**src/rtl/rom_index_gen_if.sv**
```systemverilog
// Bundle between the ROM index sequencer and its neighbours: control and load stream in,
// ROM write port and index set out.
interface rom_index_gen_if #(
  parameter int PHASE_W = 16
);
  logic               start;
  logic               stop;
  logic [PHASE_W-1:0] phase0;
  logic [PHASE_W-1:0] freq;
  logic               load_req;
  logic               load_valid;
  logic [47:0]        load_data;
  logic               load_ready;
  logic               load_done;
  logic               busy;
  logic               cen;
  logic               wen;
  logic [5:0]         index_wri;
  logic [47:0]        D;
  logic [2:0]         index_qua;
  logic [5:0]         index_rea;
  logic [6:0]         index_cor;
  logic               trans_in;

  modport master (
    output start, stop, phase0, freq, load_req, load_valid, load_data,
    input  load_ready, load_done, busy, cen, wen, index_wri, D,
           index_qua, index_rea, index_cor, trans_in
  );

  modport slave (
    input  start, stop, phase0, freq, load_req, load_valid, load_data,
    output load_ready, load_done, busy, cen, wen, index_wri, D,
           index_qua, index_rea, index_cor, trans_in
  );
endinterface

```
**src/rtl/rom_index_gen.sv**
```systemverilog
// Table loader and phase-accumulator index sequencer feeding the 64x48 CORDIC ROM stage.
// IDLE -> LOAD streams 64 words into the ROM; IDLE -> RUN issues one index set per cycle.
module rom_index_gen #(
  parameter int PHASE_W = 16
) (
  input  logic            clk,
  input  logic            reset,
  rom_index_gen_if.slave  bus
);

  localparam int LOW_W = PHASE_W - 3;

  typedef enum logic [1:0] {IDLE, LOAD, RUN} state_t;

  state_t             state_reg, state_next;
  logic [PHASE_W-1:0] acc_reg, acc_next;
  logic [PHASE_W-1:0] f_reg, f_next;
  logic [5:0]         cnt_reg, cnt_next;
  logic               done_pend_reg, done_pend_next;
  logic               load_ready_reg, load_ready_next;
  logic               load_done_reg, load_done_next;
  logic               busy_reg, busy_next;
  logic               cen_reg, cen_next;
  logic               wen_reg, wen_next;
  logic [5:0]         index_wri_reg, index_wri_next;
  logic [47:0]        d_reg, d_next;
  logic [2:0]         index_qua_reg, index_qua_next;
  logic [5:0]         index_rea_reg, index_rea_next;
  logic [6:0]         index_cor_reg, index_cor_next;
  logic               trans_in_reg, trans_in_next;

  logic [LOW_W-1:0]   fold;
  logic               accept;

  // Odd octants read the table backwards: XOR with the octant LSB mirrors the in-octant offset.
  genvar gi;
  generate
    for (gi = 0; gi < LOW_W; gi++) begin : g_fold
      assign fold[gi] = acc_reg[gi] ^ acc_reg[LOW_W];
    end
  endgenerate

  assign accept = bus.load_valid && load_ready_reg;

  always_comb begin
    state_next      = state_reg;
    acc_next        = acc_reg;
    f_next          = f_reg;
    cnt_next        = cnt_reg;
    done_pend_next  = 1'b0;
    load_ready_next = load_ready_reg;
    load_done_next  = done_pend_reg;
    wen_next        = 1'b1;
    index_wri_next  = index_wri_reg;
    d_next          = d_reg;
    index_qua_next  = index_qua_reg;
    index_rea_next  = index_rea_reg;
    index_cor_next  = index_cor_reg;
    trans_in_next   = 1'b0;

    case (state_reg)
      IDLE: begin
        if (bus.load_req) begin
          state_next      = LOAD;
          cnt_next        = 6'd0;
          load_ready_next = 1'b1;
        end else if (bus.start) begin
          state_next = RUN;
          acc_next   = bus.phase0;
          f_next     = bus.freq;
        end
      end

      LOAD: begin
        if (accept) begin
          wen_next       = 1'b0;
          index_wri_next = cnt_reg;
          d_next         = bus.load_data;
          cnt_next       = cnt_reg + 6'd1;
          // load_done follows one edge later via done_pend, after the last write is presented.
          if (cnt_reg == 6'd63) begin
            load_ready_next = 1'b0;
            state_next      = IDLE;
            done_pend_next  = 1'b1;
          end
        end
      end

      RUN: begin
        if (bus.stop) begin
          state_next = IDLE;
        end else begin
          index_qua_next                   = acc_reg[PHASE_W-1 -: 3];
          {index_rea_next, index_cor_next} = fold;
          trans_in_next                    = 1'b1;
          acc_next                         = acc_reg + f_reg;
        end
      end

      default: state_next = IDLE;
    endcase

    busy_next = (state_next != IDLE);
    cen_next  = (state_next != IDLE);
  end

  always_ff @(posedge clk) begin
    if (!reset) begin
      state_reg      <= IDLE;
      acc_reg        <= '0;
      f_reg          <= '0;
      cnt_reg        <= 6'd0;
      done_pend_reg  <= 1'b0;
      load_ready_reg <= 1'b0;
      load_done_reg  <= 1'b0;
      busy_reg       <= 1'b0;
      cen_reg        <= 1'b0;
      wen_reg        <= 1'b1;
      index_wri_reg  <= 6'd0;
      d_reg          <= 48'd0;
      index_qua_reg  <= 3'd0;
      index_rea_reg  <= 6'd0;
      index_cor_reg  <= 7'd0;
      trans_in_reg   <= 1'b0;
    end else begin
      state_reg      <= state_next;
      acc_reg        <= acc_next;
      f_reg          <= f_next;
      cnt_reg        <= cnt_next;
      done_pend_reg  <= done_pend_next;
      load_ready_reg <= load_ready_next;
      load_done_reg  <= load_done_next;
      busy_reg       <= busy_next;
      cen_reg        <= cen_next;
      wen_reg        <= wen_next;
      index_wri_reg  <= index_wri_next;
      d_reg          <= d_next;
      index_qua_reg  <= index_qua_next;
      index_rea_reg  <= index_rea_next;
      index_cor_reg  <= index_cor_next;
      trans_in_reg   <= trans_in_next;
    end
  end

  assign bus.load_ready = load_ready_reg;
  assign bus.load_done  = load_done_reg;
  assign bus.busy       = busy_reg;
  assign bus.cen        = cen_reg;
  assign bus.wen        = wen_reg;
  assign bus.index_wri  = index_wri_reg;
  assign bus.D          = d_reg;
  assign bus.index_qua  = index_qua_reg;
  assign bus.index_rea  = index_rea_reg;
  assign bus.index_cor  = index_cor_reg;
  assign bus.trans_in   = trans_in_reg;

endmodule
```
**src/flat_wrapper.sv**
```systemverilog
// flat-port wrapper written by rule: the top's interface ports become plain ports
module rom_index_gen_flat 
#(
  parameter int PHASE_W = 16
)
  (clk, reset, bus_start, bus_stop, bus_phase0, bus_freq, bus_load_req, bus_load_valid, bus_load_data, bus_load_ready, bus_load_done, bus_busy, bus_cen, bus_wen, bus_index_wri, bus_D, bus_index_qua, bus_index_rea, bus_index_cor, bus_trans_in);
  rom_index_gen_if #(.PHASE_W(PHASE_W)) bus_i ();
  input  logic clk;
  input  logic reset;
  input wire logic [$bits(bus_i.start)-1:0] bus_start;
  input wire logic [$bits(bus_i.stop)-1:0] bus_stop;
  input wire logic [$bits(bus_i.phase0)-1:0] bus_phase0;
  input wire logic [$bits(bus_i.freq)-1:0] bus_freq;
  input wire logic [$bits(bus_i.load_req)-1:0] bus_load_req;
  input wire logic [$bits(bus_i.load_valid)-1:0] bus_load_valid;
  input wire logic [$bits(bus_i.load_data)-1:0] bus_load_data;
  output wire logic [$bits(bus_i.load_ready)-1:0] bus_load_ready;
  output wire logic [$bits(bus_i.load_done)-1:0] bus_load_done;
  output wire logic [$bits(bus_i.busy)-1:0] bus_busy;
  output wire logic [$bits(bus_i.cen)-1:0] bus_cen;
  output wire logic [$bits(bus_i.wen)-1:0] bus_wen;
  output wire logic [$bits(bus_i.index_wri)-1:0] bus_index_wri;
  output wire logic [$bits(bus_i.D)-1:0] bus_D;
  output wire logic [$bits(bus_i.index_qua)-1:0] bus_index_qua;
  output wire logic [$bits(bus_i.index_rea)-1:0] bus_index_rea;
  output wire logic [$bits(bus_i.index_cor)-1:0] bus_index_cor;
  output wire logic [$bits(bus_i.trans_in)-1:0] bus_trans_in;
  assign bus_i.start = bus_start;
  assign bus_i.stop = bus_stop;
  assign bus_i.phase0 = bus_phase0;
  assign bus_i.freq = bus_freq;
  assign bus_i.load_req = bus_load_req;
  assign bus_i.load_valid = bus_load_valid;
  assign bus_i.load_data = bus_load_data;
  assign bus_load_ready = bus_i.load_ready;
  assign bus_load_done = bus_i.load_done;
  assign bus_busy = bus_i.busy;
  assign bus_cen = bus_i.cen;
  assign bus_wen = bus_i.wen;
  assign bus_index_wri = bus_i.index_wri;
  assign bus_D = bus_i.D;
  assign bus_index_qua = bus_i.index_qua;
  assign bus_index_rea = bus_i.index_rea;
  assign bus_index_cor = bus_i.index_cor;
  assign bus_trans_in = bus_i.trans_in;
  rom_index_gen #(.PHASE_W(PHASE_W)) u_core (.clk(clk), .reset(reset), .bus(bus_i));
endmodule
```
**config.mk**
```make
export PLATFORM = sky130hd
export DESIGN_NAME = rom_index_gen_flat
export DESIGN_NICKNAME = d
export VERILOG_FILES = /design/src/rtl/rom_index_gen_if.sv /design/src/rtl/rom_index_gen.sv /design/src/flat_wrapper.sv
export SDC_FILE = /design/constraint.sdc
export NUM_CORES = 1
export LEC_CHECK = 0
export CAP_MARGIN = 5
export CORE_MARGIN = 4
export CORE_UTILIZATION = 47
export DETAILED_ROUTE_END_ITERATION = 10
export PLACE_DENSITY = 0.9
export SYNTH_ARGS = -nofsm -noshare
export SYNTH_HDL_FRONTEND = slang
export SYNTH_SLANG_ARGS = --single-unit
```
**constraint.sdc**
```tcl
create_clock -name clk -period 2.9 [get_ports clk]
set_input_delay 0.435 -clock clk [delete_from_list [all_inputs] [get_ports clk]]
set_output_delay 0.435 -clock clk [all_outputs]
set_load 0.03 [all_outputs]
```
==> impl_metrics.py <==
metrics = {
    "run_status": {
        "status": "complete, no violations",
    },
    "final_layout": {
        "drive_above_1_share_pct": 6.641,
        "num_antenna_cells": 0,
        "fillers": 839,
        "largest_register_ffs": 48,
        "instances_no_fill": 923,
        "post-route-util_pct": 69.11,
        "ff_latch_area_um2": 2322,
        "finalNetCount": 873,
        "area_growth_pct": 43.84,
        "multi_input_area_um2": 2745,
    },
    "clock_network": {
        "clkTransAtPathRegs_ps": 60,
        "cts_resized": 0,
        "cts_tree": "done",
        "post_cts_buffers": 0,
        "cts_made_buffers": 17,
        "htreeDepth": 4,
        "root_buffer": "clkbuf_8",
        "clk_latency_ps": 520,
        "clock_path_buffers": 2,
        "cts_sinks": 116,
        "cts_hold_buf": 0,
    },
    "synthesis": {
        "ys_types": 48,
        "ys_warn_count": 0,
        "syn_nets": 725,
        "synth-seq-cells": 116,
        "syn_area_um2": 5231,
        "synthMuxAreaShare_pct": 1.196,
        "synth_ff_type": "dfxtp_1",
        "yosys.area_share.adder_pct": 4.210,
        "synth-async-reset-ratio_pct": 0,
        "synth_edf_count": 0,
        "synth_compound_area_share_pct": 23.56,
        "syn_avg_cell_area_um2": 8.410,
        "synth_simple_gate_area_share_pct": 18.63,
        "ys_seq_area_share_pct": 44.39,
        "synth_top_family_by_area": "compound AO/OA/AOI/OAI gates",
        "synthXorXnorAreaFrac_pct": 4.688,
        "synth_cells": 622,
    },
    "run": {
        "max_cap_violations": 0,
    },
    "worst_setup_path": {
        "r2r-start": "u_core.f_reg[0]",
        "cpPeakStageDelay_ps": 450,
        "critPathMaxFanout": 3,
        "r2r_end": "u_core.acc_reg[14]",
        "path_class": "flip-flop to flip-flop",
        "start_kind": "flip-flop",
        "critPathMostFrequentCell": "o211ai_1",
        "crit_chain": "ha_1, fa_1, a211oi_1, o211ai_1, a221oi_1, o211ai_1, a21oi_1, xor2_1, o21ai_1",
        "crit_family": "compound AO/OA/AOI/OAI gates",
        "ff2ff_setup_slack_ps": 240,
        "crit_path_end_kind": "flip-flop",
        "cp_data_required_time_ps": 3310,
        "worstPathArrival_ps": 3070,
        "cp_slowest_cell": "a221oi_1",
        "reg2reg_depth": 9,
        "crit_buf_inv": 0,
    },
    "grt": {
        "grt-ovfl-total": 0,
        "grt_pass1_wl_um": 23690,
        "antenna_found_initial": 0,
        "grtUsageTotal_pct": 22.77,
        "grt_max_degree": 55,
        "grt_pass1_vias": 4823,
    },
    "floorplan": {
        "initial_utilization_pct": 48.05,
        "ios": 162,
        "rows": 38,
        "core_um2": 10890,
        "die_w_um": 113.5,
        "die_y_um": 113.5,
        "dieArea_um2": 12880,
    },
    "placed_design": {
        "hpwl_um": 10690,
        "placed_cells": 891,
        "place.gp.congestion": 0.9058,
        "port_buffers": 161,
    },
    "drt": {
        "dr.pass1.iters": 4,
        "routed_wl_um": 14500,
        "num_vias": 4858,
        "drt-initial-drc-count": 320,
        "routedWlPerCell_um": 15.71,
        "drc": 0,
        "ant_nets": 0,
        "viasPerCell": 5.263,
    },
    "hold_path": {
        "min_to": "u_core.bus.load_done",
        "hold_path.class": "flip-flop to flip-flop",
        "hp-start": "u_core.done_pend_reg",
        "holdPathStages": 1,
    },
    "power_and_ir_drop": {
        "cellLeakagePower_nw": 2.965,
        "peakVddDrop_mv": 0.5681,
        "power-per-cell-area_nw_per_um2": 564.6,
    },
    "sta": {
        "setup_violations": 0,
        "finalCritPeriodShare_pct": 91.84,
        "finalHoldViolCount": 0,
        "slew_viol_final": 0,
        "setup_tns_ps": 0,
        "clock_skew_ps": 7.471,
        "fin_crit_ps": 2663,
        "rsz0062_at_grt": "false",
        "tightest_slew_ps": 987.7,
        "fmax_ghz": 0.3755,
        "holdWs_ps": 451.1,
        "slew_headroom_pct": 34.16,
    },
}
## layout by cell type (no fill, tap or decap), drive strengths merged, types with 8 or more instances in the layout
cell           count
buf               10
o21ai             23
a21oi             20
a21boi            73
nand2            190
clkdlybuf4s50    160
xnor2             18
a211oi             8
nor2              19
clkbuf            18
o211a             18
xor2              10
ha                16
dfxtp            116
## logic make-up after synthesis
group	Yosys count
simple gates	241
compound gates	169
flops	116
buf+inv	45
xor+xnor	28
fa+ha+maj	17
mux	6
## worst register-to-register path, cell delays in order, from the launching register on
cell	delay (ps)
dfxtp_1	320
ha_1	250
fa_1	440
a211oi_1	320
o211ai_1	150
a221oi_1	450
o211ai_1	160
a21oi_1	190
xor2_1	190
o21ai_1	70
## where the power goes
group          internal [mW]  switching, mW
Clock                   1.25          0.777
Sequential              1.65         0.0479
Combinational          0.266          0.260
## synth_stat cells, drive strengths merged (6+ instances only)
cell type	number	share of area [%]
clkbuf	38	2.7
a21boi	73	10
nand2b	7	0.84
o211a	18	3.4
nand3	6	0.57
o211ai	6	0.96
a21oi	20	1.9
o21ai	23	2.3
ha	16	3.8
nand2	190	14
nor2	19	1.4
xor2	10	1.7
a211oi	8	1.3
xnor2	18	3.0
dfxtp	116	44
## area by class of cell
| type | count | share of cell area, % |
|---|---|---|
| Clock inverter | 14 | 2.029 |
| Sequential cell | 116 | 30.86 |
| Multi-Input combinational cell | 461 | 36.48 |
| Tap cell | 140 | 2.328 |
| Inverter | 4 | 0.1995 |
| Timing Repair Buffer | 170 | 22.41 |
| Clock buffer | 18 | 5.687 |
## how the worst max path moves through the flow
stage	startpoint	end	slack, ps	cells past startpoint
final	u_core.f_reg[0]	u_core.acc_reg[14]	240	9
after floorplan	u_core.acc_reg[0]	u_core.acc_reg[14]	490	9
after CTS	u_core.acc_reg[0]	u_core.acc_reg[14]	250	9
after global placement	u_core.acc_reg[0]	u_core.acc_reg[14]	310	9
after detailed placement	u_core.acc_reg[0]	u_core.acc_reg[14]	260	9
after global routing	u_core.f_reg[0]	u_core.acc_reg[14]	40	9
## per-layer routing
layer  global-route usage (%)  routed length [um]
met1                    28.12                5958
met2                    37.53                7159
met3                    5.782                1005
met4                    10.10                 377
met5                        0                   0
## metrics by stage
step | total power [mW] | setup WS, ps | area, um2
4_1_cts | 4.275 | 248.1 | 7525
6_report | 4.248 | 236.5 | 7525
3_5_place_dp | 2.248 | 262.6 | 6944
5_1_grt | 4.395 | 37.99 | 7525
2_1_floorplan | 2.011 | 487.2 | 5231
3_3_place_gp | 2.232 | 306.7 | 6944
Power figures use the tool's default switching activity.
==> variant 1: new RTL, same flow settings <==
Make the reset (`reset`) asynchronous in one clocked block.
--- a/src/rtl/rom_index_gen.sv
+++ b/src/rtl/rom_index_gen.sv
@@ -105,5 +105,5 @@
   end
 
-  always_ff @(posedge clk) begin
+  always_ff @(posedge clk or negedge reset) begin
     if (!reset) begin
       state_reg      <= IDLE;
Check against the original RTL: differs if reset is asserted again (counterexample within 4 cycles, from zero or initial values and one cycle with reset low); with reset held inactive, the same outputs for 4 cycles.
==> variant 1 against the original RTL <==
Clock skew is 0.0047 ns higher; sequential cell count stayed put; count of clock-buffer cells in the layout is 5 higher; wire length is 2.5% lower; area after synthesis is 2.6% higher; hold slack worse by 0.34 ns; setup slack better by 0.24 ns; largest cell class is now flip-flops and latches; critical path type unchanged; die area is 2.4% higher; final area is 2.9% higher.
Power is not compared: it rests on default switching activity, and its combinational part moved more than twofold at a synthesized area within 25%.
==> variant 1: results (changes against the original RTL) <==
| Metric | Value |
|---|---|
| Pin count of the biggest net entering global routing | `64 (was 55)` |
| Tot GR Track Use | `22.0% (was 22.8%)` |
| DRT Wirelength | `14.1 mm (was 14.5 mm)` |
| Top post-synthesis cells by area | `dfrtp_1 (54%), nand2_1 (14%), mux2_2 (3.8%) (was dfxtp_1 (44%), nand2_1 (14%), a21boi_0 (5.6%))` |
| Post-Syn Nets | `669 (was 725)` |
| R2r startpoint | `u_core.f_reg[0] (unchanged)` |
| M1 WL | `5.58 mm (was 5.96 mm)` |
| NonClk Buf Share | `21.9% (was 22.4%)` |
| Global placement routability congestion | `0.942 (was 0.906)` |
| ClkCell Share | `8.13% (was 7.72%)` |
| First-pass GRT wire length | `22.8 mm (was 23.7 mm)` |
| WL met3 | `1.07 mm (was 1.01 mm)` |
| Setup Skew | `0.0122 ns (was 0.00747 ns)` |
| CP max-delay cell | `fa_1 (was a221oi_1)` |
| Max reg flops | `48 (unchanged)` |
| Fraction of area in registers | `37.5% (was 30.9%)` |
| Post-DR vias/cell | `5.22 (was 5.26)` |
| DP Wirelength | `10.4 mm (was 10.7 mm)` |
| Slew margin rel. | `47.4% (was 34.2%)` |
| Post-Place Cell Area | `0.00711 mm² (was 0.00694 mm²)` |
| GR Util met1 | `25.7% (was 28.1%)` |
| Clkbuf count | `23 (was 18)` |
| Synth cell count leaders | `nand2_1 (199), dfrtp_1 (115), nor2_1 (38), a21oi_1 (28), mux2_2 (18) (was nand2_1 (190), dfxtp_1 (116), a21boi_0 (39), clkbuf_1 (38), a21boi_1 (34))` |
| Area Overhead vs Synth | `44.2% (was 43.8%)` |
| Xor/xnor share of the synthesized area | `4.41% (was 4.69%)` |
| Vias in the first global route | `4839 (was 4823)` |
| R2R Setup Slk | `0.48 ns (was 0.24 ns)` |
| CP Data Arrival Time | `2.71 ns (was 3.07 ns)` |
| Mux contribution to synthesized area | `4.15% (was 1.20%)` |
| Non-clock inverters | `5 (was 4)` |
| Layout cells sized above 1 | `9.68% (was 6.64%)` |
| Mapped cell area | `0.00537 mm² (was 0.00523 mm²)` |
| Filler cell count | `798 (was 839)` |
| GR met3 Demand/Resource | `8.58% (was 5.78%)` |
| Initial DRC count | `384 (was 320)` |
| Synth Area in Adders | `4.10% (was 4.21%)` |
| Non-Clock Buffer Count | `173 (was 170)` |
| Synth Area in Compound Gates | `9.23% (was 23.6%)` |
| Nets | `834 (was 873)` |
| Met2 wire len | `7.30 mm (was 7.16 mm)` |
| HP Class | `primary input to async pin (was flip-flop to flip-flop)` |
| Worst Setup EP | `u_core.acc_reg[12] (was u_core.acc_reg[14])` |
| Outcome | `completed (unchanged)` |
| Later-pin clock latency in the skew report | `0.41 ns (was 0.52 ns)` |
| Met2 Use GR | `37.5% (about the same)` |
| Multi-input gate area | `0.00231 mm² (was 0.00275 mm²)` |
| Register area share after synthesis | `54.1% (was 44.4%)` |
| Tot Pwr | `6.12 mW` |
-- variant 1: changes by cell type after synthesis, sizes merged, moves of 16 or more --
cell	before	now
clkbuf	38	5
a21boi	73	0
o211a	18	0
dfxtp	116	0
dfrtp	0	115
buf	3	22
mux2	2	18
nor2	19	39
-- variant 1: cells by family (layout without fill, tap and decap cells) --
| group | after synthesis | in the layout |
|---|---|---|
| compound gates | 80 | 80 |
| xor+xnor | 27 | 27 |
| fa+ha+maj | 17 | 17 |
| buf+inv | 32 | 210 |
| flops | 116 | 116 |
| mux | 20 | 20 |
| simple gates | 274 | 274 |
-- variant 1: metrics by stage --
stage | util (%) | cells | worst slack (ns) | hold slack (ns)
final | 70.2 | 884 | 0.479 | 0.112
after global placement | 64.5 | 852 | 0.557 | 0.339
after CTS | 70.2 | 884 | 0.489 | 0.142
after detailed placement | 64.5 | 852 | 0.472 | 0.336
after floorplan | - | 566 | 0.696 | 0.139
after global routing | 70.2 | 884 | 0.377 | 0.170
==> variant 2: new RTL, same settings <==
Made on the original files. Encoding of `state_t`: now one-hot (3 bits for 3 states).
--- a/src/rtl/rom_index_gen.sv
+++ b/src/rtl/rom_index_gen.sv
@@ -11,5 +11,5 @@
   localparam int LOW_W = PHASE_W - 3;
 
-  typedef enum logic [1:0] {IDLE, LOAD, RUN} state_t;
+  typedef enum logic [2:0] {IDLE = 3'b001, LOAD = 3'b010, RUN = 3'b100} state_t;
 
   state_t             state_reg, state_next;
Check against the original RTL: same outputs for any inputs over 4 cycles, from zero or initial values and one cycle with reset low; so few cycles prove little.
==> variant 2 against the original RTL <==
Power down 2.3%; area after synthesis is 5.1% higher; final area rose by 3.0%; critical endpoint unchanged; utilization shrank 1.2 points; global-route usage decreased by 0.13 points; sequential power about the same; sequential share of layout area shrank 0.64 points; synthesized cell count is 2.7% higher; combinational power is 13% lower; highest routed layer unchanged; setup slack better by 0.12 ns; sequential cell count up 1; wire length rose by 4.6%; largest power group unchanged; via count up 5.2%.
==> variant 2: results (changes against the original RTL) <==
| Metric | Value |
|---|---|
| Hold slack | `0.360 ns (was 0.451 ns)` |
| Cell area after layout | `0.00775 mm² (was 0.00752 mm²)` |
| Initial DRC count | `379 (was 320)` |
| DP Wirelength | `11.1 mm (was 10.7 mm)` |
| Hold path cells | `3 (was 1)` |
| First-pass GRT wire length | `24.3 mm (was 23.7 mm)` |
| Setup Skew | `0.00923 ns (was 0.00747 ns)` |
| HP Class | `primary input to flip-flop (was flip-flop to flip-flop)` |
| Placed cells | `913 (was 891)` |
| Global placement routability congestion | `0.921 (was 0.906)` |
| Tot GR Track Use | `22.6% (was 22.8%)` |
| Post-Syn Nets | `742 (was 725)` |
| Synth cell count leaders | `nand2_1 (160), dfxtp_1 (117), a21boi_1 (57), nor2_1 (26), a21oi_1 (20) (was nand2_1 (190), dfxtp_1 (116), a21boi_0 (39), clkbuf_1 (38), a21boi_1 (34))` |
| DR vias | `5109 (was 4858)` |
| CTS H-tree depth | `4 (unchanged)` |
| Pin count of the biggest net entering global routing | `69 (was 55)` |
| Top post-synthesis cells by area | `dfxtp_1 (43%), nand2_1 (11%), a21boi_1 (7.8%) (was dfxtp_1 (44%), nand2_1 (14%), a21boi_0 (5.6%))` |
| CP Data Arrival Time | `2.83 ns (was 3.07 ns)` |
| CP Max Fanout | `4 (was 3)` |
| Clk root buf | `clkbuf_16 (was clkbuf_8)` |
| Filler cell count | `845 (was 839)` |
| Initial DRT Pass Iterations | `5 (was 4)` |
| Hold_sp | `reset (was u_core.done_pend_reg)` |
| Post-Place Cell Area | `0.00718 mm² (was 0.00694 mm²)` |
| Syn_area_per_cell | `8.60 µm² (was 8.41 µm²)` |
| Later-pin clock latency in the skew report | `0.41 ns (was 0.52 ns)` |
| DR WL/cell | `16.1 µm (was 15.7 µm)` |
| Yosys cell types | `62 (was 48)` |
| Outcome | `completed (unchanged)` |
| R2R Setup Slk | `0.36 ns (was 0.24 ns)` |
| YS warnings | `0 (unchanged)` |
| Hold EP | `u_core.bus.load_ready (was u_core.bus.load_done)` |
| Place WS | `0.433 ns (was 0.263 ns)` |
| Slew margin rel. | `50.7% (was 34.2%)` |
| Peak supply drop | `0.312 mV (was 0.568 mV)` |
| Register area share after synthesis | `42.6% (was 44.4%)` |
| Layout cells sized above 1 | `7.36% (was 6.64%)` |
| Finished Layout Cells | `945 (was 923)` |
| Leakage | `3.11 nW (was 2.96 nW)` |
==> variant 2: per-layer routing <==
metal | vias to the layer above | part of all wire [%] | track usage (%)
met4 | 0 | 3.3 | 9.98
met1 | 2367 | 39 | 26.4
met5 | - | 0 | 0
li1 | 2507 | - | -
met3 | 33 | 8.3 | 6.32
met2 | 202 | 49 | 38.9
==> variant 2: area by class of cell <==
cell class	instances	share of cell area, %
Clock buffer	17	5.49
Clock inverter	15	1.92
Inverter	8	0.387
Multi-Input combinational cell	474	38.0
Sequential cell	117	30.2
Tap cell	143	2.31
Timing Repair Buffer	171	21.7
==> variant 2: cells by family after synthesis <==
group	Yosys count	share of synthesized area (%)
simple gates	253	20.7
mux	18	3.28
fa+ha+maj	17	4.01
compound gates	165	22.1
buf+inv	48	3.94
xor+xnor	21	3.35
flops	117	42.6
==> variant 2: worst max-delay path by stage <==
| stage | start | cells past startpoint | to | slack (ns) |
|---|---|---|---|---|
| 3_3_place_gp | u_core.acc_reg[0] | 8 | u_core.acc_reg[14] | 0.54 |
| 4_1_cts | u_core.f_reg[0] | 8 | u_core.acc_reg[14] | 0.40 |
| 2_1_floorplan | u_core.acc_reg[0] | 8 | u_core.acc_reg[14] | 0.71 |
| 5_1_grt | u_core.f_reg[0] | 8 | u_core.acc_reg[14] | 0.24 |
| 3_5_place_dp | u_core.f_reg[0] | 8 | u_core.acc_reg[14] | 0.43 |
| 6_report | u_core.f_reg[0] | 8 | u_core.acc_reg[14] | 0.36 |
==> variant 2: worst max-delay path: stages (launching register included) <==
cell	delay [ns]
dfxtp_1	0.33
ha_1	0.26
fa_1	0.45
a211oi_1	0.35
o21bai_1	0.19
a22oi_2	0.24
o22ai_1	0.19
o31ai_1	0.31
a211oi_2	0.10
==> variant 2: power breakdown <==
part | internal (mW) | leakage (nW) | switching, mW | total, mW
clock network | 1.14 | 0.278 | 0.853 | 2.00
logic | 0.244 | 1.89 | 0.213 | 0.457
registers | 1.65 | 0.947 | 0.0480 | 1.70
total | 3.04 | 3.11 | 1.11 | 4.15
